$ cat src/rtl/row_arb_cam.sv
// row_arb_cam: row/bank CAM counting pending packets per key, arbitrating UI vs. retry look-ups.
// Optional feature: define ROWARB_STARVE_GUARD_EN to bound how long the UI path can lose to intf.
module row_arb_cam #(
  parameter int SLOTS          = 8,
  parameter int CNT_WIDTH      = 4,
  parameter int PRIO           = 4,
  parameter int ROW_ADDR_WIDTH = 16,
  parameter int BK_ADDR_WIDTH  = 4
) (
  input  logic                      clk,
  input  logic                      rst_n,
  input  logic                      ui_pkt_req,
  input  logic [$clog2(PRIO)-1:0]   ui_prio,
  input  logic [ROW_ADDR_WIDTH-1:0] ui_row_addr,
  input  logic [BK_ADDR_WIDTH-1:0]  ui_bk_addr,
  input  logic                      intf_pkt_req,
  input  logic [$clog2(PRIO)-1:0]   intf_prio,
  input  logic [ROW_ADDR_WIDTH-1:0] intf_row_addr,
  input  logic [BK_ADDR_WIDTH-1:0]  intf_bk_addr,
  output logic                      ui_pkt_ack,
  output logic                      intf_pkt_ack,
  output logic [$clog2(SLOTS)-1:0]  ack_slot,
  output logic                      ack_hit,
  input  logic                      rel_valid,
  input  logic [$clog2(SLOTS)-1:0]  rel_slot,
  output logic [SLOTS-1:0]          slot_valid,
  output logic                      cam_full,
  output logic                      rel_err
);

  localparam int PW = $clog2(PRIO);
  localparam int SW = $clog2(SLOTS);
  localparam int KW = PW + BK_ADDR_WIDTH + ROW_ADDR_WIDTH;
  localparam logic [CNT_WIDTH-1:0] CNT_MAX = '1;
  localparam logic [CNT_WIDTH-1:0] CNT_ONE = CNT_WIDTH'(1);

  logic [SLOTS-1:0]     slotValid_q, slotValid_d;
  logic [KW-1:0]        key_q [SLOTS];
  logic [KW-1:0]        key_d [SLOTS];
  logic [CNT_WIDTH-1:0] cnt_q [SLOTS];
  logic [CNT_WIDTH-1:0] cnt_d [SLOTS];
  logic                 relErr_q, relErr_d;

  logic [KW-1:0] uiKey, intfKey, grantKey;
  logic          uiHit, intfHit, anyFree;
  logic [SW-1:0] uiHitSlot, intfHitSlot, freeSlot, grantSlot;
  logic          uiElig, intfElig, uiGrant, intfGrant, anyGrant, grantHit;
  logic          relLegal, starveForceUi;
  logic [SLOTS-1:0] grantVec, relVec;

  assign uiKey   = {ui_prio, ui_bk_addr, ui_row_addr};
  assign intfKey = {intf_prio, intf_bk_addr, intf_row_addr};

  // Descending scan so the lowest matching / free index is the one left standing.
  always_comb begin
    uiHit       = 1'b0;
    intfHit     = 1'b0;
    anyFree     = 1'b0;
    uiHitSlot   = '0;
    intfHitSlot = '0;
    freeSlot    = '0;
    for (int i = SLOTS - 1; i >= 0; i--) begin
      if (slotValid_q[i] && (key_q[i] == uiKey)) begin
        uiHit     = 1'b1;
        uiHitSlot = SW'(i);
      end
      if (slotValid_q[i] && (key_q[i] == intfKey)) begin
        intfHit     = 1'b1;
        intfHitSlot = SW'(i);
      end
      if (!slotValid_q[i]) begin
        anyFree  = 1'b1;
        freeSlot = SW'(i);
      end
    end
  end

  assign relLegal = rel_valid && slotValid_q[rel_slot] && (cnt_q[rel_slot] != '0);

  // A saturated slot can still take a hit when the same slot retires a packet this cycle.
  assign uiElig = ui_pkt_req &&
                  (uiHit ? ((cnt_q[uiHitSlot] != CNT_MAX) || (rel_valid && (rel_slot == uiHitSlot)))
                         : anyFree);
  assign intfElig = intf_pkt_req &&
                    (intfHit ? ((cnt_q[intfHitSlot] != CNT_MAX) || (rel_valid && (rel_slot == intfHitSlot)))
                             : anyFree);

`ifdef ROWARB_STARVE_GUARD_EN
  logic [1:0] starve_q, starve_d;

  assign starveForceUi = (starve_q == 2'd3) && intf_pkt_req && uiElig;

  always_comb begin
    starve_d = starve_q;
    if (uiGrant || !ui_pkt_req) begin
      starve_d = 2'd0;
    end else if (intfGrant && (starve_q != 2'd3)) begin
      starve_d = starve_q + 2'd1;
    end
  end

  always_ff @(posedge clk or negedge rst_n) begin
    if (!rst_n) begin
      starve_q <= 2'd0;
    end else begin
      starve_q <= starve_d;
    end
  end
`else
  assign starveForceUi = 1'b0;
`endif

  always_comb begin
    uiGrant   = 1'b0;
    intfGrant = 1'b0;
    if (rst_n) begin
      if (starveForceUi) begin
        uiGrant = 1'b1;
      end else if (intfElig) begin
        intfGrant = 1'b1;
      end else if (uiElig) begin
        uiGrant = 1'b1;
      end
    end
  end

  assign anyGrant  = uiGrant || intfGrant;
  assign grantHit  = intfGrant ? intfHit : (uiGrant ? uiHit : 1'b0);
  assign grantKey  = intfGrant ? intfKey : uiKey;
  assign grantSlot = intfGrant ? (intfHit ? intfHitSlot : freeSlot)
                   : uiGrant   ? (uiHit ? uiHitSlot : freeSlot)
                   : '0;

  always_comb begin
    grantVec = '0;
    relVec   = '0;
    for (int i = 0; i < SLOTS; i++) begin
      grantVec[i] = anyGrant && (grantSlot == SW'(i));
      relVec[i]   = relLegal && (rel_slot == SW'(i));
    end
  end

  // A grant and a release landing on the same slot cancel out.
  always_comb begin
    slotValid_d = slotValid_q;
    key_d       = key_q;
    cnt_d       = cnt_q;
    relErr_d    = rel_valid && !relLegal;
    for (int i = 0; i < SLOTS; i++) begin
      if (grantVec[i] && !grantHit) begin
        slotValid_d[i] = 1'b1;
        key_d[i]       = grantKey;
        cnt_d[i]       = CNT_ONE;
      end else if (grantVec[i] && !relVec[i]) begin
        cnt_d[i] = cnt_q[i] + CNT_ONE;
      end else if (relVec[i] && !grantVec[i]) begin
        cnt_d[i] = cnt_q[i] - CNT_ONE;
        if (cnt_q[i] == CNT_ONE) begin
          slotValid_d[i] = 1'b0;
        end
      end
    end
  end

  always_ff @(posedge clk or negedge rst_n) begin
    if (!rst_n) begin
      slotValid_q <= '0;
      relErr_q    <= 1'b0;
      for (int i = 0; i < SLOTS; i++) begin
        key_q[i] <= '0;
        cnt_q[i] <= '0;
      end
    end else begin
      slotValid_q <= slotValid_d;
      relErr_q    <= relErr_d;
      key_q       <= key_d;
      cnt_q       <= cnt_d;
    end
  end

  assign ui_pkt_ack   = uiGrant;
  assign intf_pkt_ack = intfGrant;
  assign ack_slot     = grantSlot;
  assign ack_hit      = grantHit;
  assign slot_valid   = slotValid_q;
  assign cam_full     = rst_n && (&slotValid_q);
  assign rel_err      = relErr_q;

endmodule

$ cat config.mk
export PLATFORM = sky130hd
export DESIGN_NAME = row_arb_cam
export DESIGN_NICKNAME = d
export VERILOG_FILES = /design/src/rtl/row_arb_cam.sv
export SDC_FILE = /design/constraint.sdc
export NUM_CORES = 1
export LEC_CHECK = 0
export CAP_MARGIN = 20
export CORE_UTILIZATION = 30
export DETAILED_ROUTE_END_ITERATION = 10
export GPL_ROUTABILITY_DRIVEN = 0
export SYNTH_ARGS = -nofsm -noshare
export SYNTH_HDL_FRONTEND = slang
export SYNTH_SLANG_ARGS = --single-unit
$ cat constraint.sdc
create_clock -name clk -period 14.57 [get_ports clk]
set_input_delay 4.371 -clock clk [delete_from_list [all_inputs] [get_ports clk]]
set_output_delay 4.371 -clock clk [all_outputs]
set_load 0.02 [all_outputs]
==> metrics.txt <==
I/O pin total 68; Worst Setup End Kind output pin; fin crit share 95.4%; Top FF cell, synth dfrtp_1; Die X 231 um; deepest clock path buffer count 3; DP HPWL 43600 um; pre-CTS WS 0.919 ns; clock sink count 217; Final Power 3510 uW; port bufs 67; vias in the first global route 13.0k; final core occ 34.2%; Max Freq 72.0 MHz; dominant cell type by area after synthesis dfrtp_1; layout cells sized above 1 14.8%; Crit path arrival time 9.53 ns; Critical Path RT 10.20 ns; first-pass GRT wire length 85400 um; Initial DRT Pass Iterations 7; critical path class input port to output pin; Netlist cell types 81; full die area 53200 um^2; Seq pwr share 38.0%; Total Wirelength 58100 um; largest net degree at the start of global routing 94; Final Setup Violations 0; top cell type's share of synthesized area 34.6%; fin. max-slew vios 0; Initial Utilization 30.4%; Total GRT Usage 21.7%; Area growth syn-to-layout 12.3%; Vias 12.8k; 1st-iter DRT viols 1632; Net Count, Synth 1601; top post-synthesis cells by area dfrtp_1, xor2_1, xnor2_1; top sig layer met5; Post-synth top cells dfrtp_1, xor2_1, xnor2_1; cts-stage hold buffer count 0; post-synthesis register bit count 217; clk slew on worst S/H paths 0.06 ns; static leakage 0.00735 uW; DRC viols 0; Final ANT Viol Nets 0; Synth Area per Inst 10.3 um^2; # fillers 5263; cts repair resizes 0; status finished clean; final count of hold timing violations 0; startpoint types input port; total of max-cap violations 0; asr flop ratio synth 100%; Max VDD drop 0.0890 mV; Post-Route M1 WL 23800 um; Pint 1960 uW; met2 WL post-DR 24300 um; via/cell ratio 5.72; Clk pwr share 17.9%; total CTS buffers 24; latest clock arrival within the worst-skew pair 0.55 ns; sequential area share after synthesis 34.6%; Final WS setup 0.673 ns; Die Y-Extent 231 um; Avg WL per Cell 25.9 um; initial antenna violation count 4; HP Class flop to flop; met3 wire len 6480 um; pin slew with the least headroom to its limit 1.00 ns; pwr dens 199 nW/um^2; CP Max Fanout 10; total gr overflow 0; worst-case hold slack 0.538 ns; count leader, synth dfrtp_1; Mapped Cells 1525; CTS tree done; RSZ-0062 raised after global routing false; Final nets 1624; Core Box Area 51500 um^2; Post-synth EDFFs 0; Sw Share 44.2%; Yosys Warn Count 0; Rows 83; CTS Root Cell clkbuf_16; setup tns final 0 ns; depth of the CTS H-tree 1; Switching Power 1550 uW; min cycle time layout 13.90 ns; Syn Std Cell Area 15700 um^2; combinational cell fraction of total power 44.1%; Post-CTS Setup Repair Bufs 0; Final Skew 0.0194 ns; Rel. slew slack 33.0%
==> cells by family (layout without fill, tap and decap cells) <==
group / count (synthesis) / after routing / synth area share [%]
muxes: 210 / 210 / 16.7
and+or+nand+nor: 463 / 463 / 16.2
adders and majority gates: 24 / 24 / 1.92
other: 0 / 1 / 0
AOI/OAI and AO/OA: 130 / 130 / 5.96
xor gates and xnor gates: 365 / 365 / 20.5
DFF: 217 / 217 / 34.6
buffers and inverters: 116 / 155 / 4.09
==> per-stage QoR <==
stage / instances / area, um^2
6_report: 2245 / 17600
2_1_floorplan: 1525 / 15700
3_3_place_gp: 2202 / 16800
5_1_grt: 2244 / 17600
4_1_cts: 2244 / 17600
3_5_place_dp: 2202 / 16800
==> routing by layer <==
layer / vias to the layer above / global-route usage [%]
li1: 5454 / -
met1: 6384 / 28.3
met2: 745 / 32.2
met3: 246 / 6.82
met4: 6 / 10.1
met5: - / 2.48
==> layout make-up <==
cell class,instances,area [um^2],area share (%)
antenna,1,2.50,0.0142
multi-input combinational,1192,9610,54.6
tap,680,851,4.83
inverter,29,114,0.647
clock buffer,33,686,3.89
sequential,217,5430,30.8
timing repair buffer,84,803,4.56
clock inverter,9,111,0.632
==> worst max-delay path, cell delays in order <==
cell	delay (ns)
clkdlybuf4s50_1	0.83
xor2_1	0.26
nor4_1	0.74
nand4_1	0.28
or3_1	0.43
a21oi_1	0.18
o211ai_1	0.20
xnor2_1	0.19
a211oi_1	0.53
a2111o_1	0.31
o31a_1	0.44
clkinv_4	0.18
clkdlybuf4s50_1	0.57
==> placed cells by master, fill, tap and decap left out, types with 4 or more instances in the layout <==
cell type          n
nand4_1           59
nand3b_1           7
a22oi_1            5
a21oi_1           33
nand2b_1           6
and4_1             4
nand2_1          127
a31oi_1            7
nor4b_1            8
inv_1             26
or3b_1             5
xnor2_1          180
and2_1             9
mux2i_1           24
ha_1              24
a211o_1            5
nor3b_1            7
buf_4             17
clkdlybuf4s50_1   66
mux2_2            77
nor2_1            43
xor2_1           182
clkbuf_16         25
nand3_1           43
o211ai_1           8
and3_1            13
nor2b_1            4
or2_2              4
and3b_1            4
or4_1             10
or3_1              8
mux2_1            39
nor3_1            22
a22o_1             4
clkbuf_1           5
dfrtp_1          217
nor4_1            63
o21ai_0           21
o41ai_1            8
mux2_4            68
==> final timing paths <==
path / depth (start not counted) / slack [ns] / endpoint / from
min: 1 / 0.54 / cnt_q[27] / cnt_q[27]
min reg2reg: 1 / 0.54 / cnt_q[27] / cnt_q[27]
min in group asynchronous: 1 / 3.83 / cnt_q[16] / rst_n
max reg2reg: 14 / 8.56 / key_q[35] / key_q[45]
max in group asynchronous: 2 / 9.28 / key_q[96] / rst_n
max: 13 / 0.67 / ack_slot[1] / intf_row_addr[1]
==> power by group through the flow <==
stage	Clock, uW	Sequential [uW]	Combinational [uW]
2_1_floorplan	0	1150	1080
3_3_place_gp	0	1310	1460
3_5_place_dp	0	1320	1480
4_1_cts	642	1320	1490
5_1_grt	662	1350	1630
6_report	630	1330	1550
==> state kept, by name, summed over array words and instances, names as in the netlist <==
name        flops
cnt_q          32
key_q         176
rel_err         1
slot_valid      8
No activity file was read; power rests on OpenSTA's default activity.
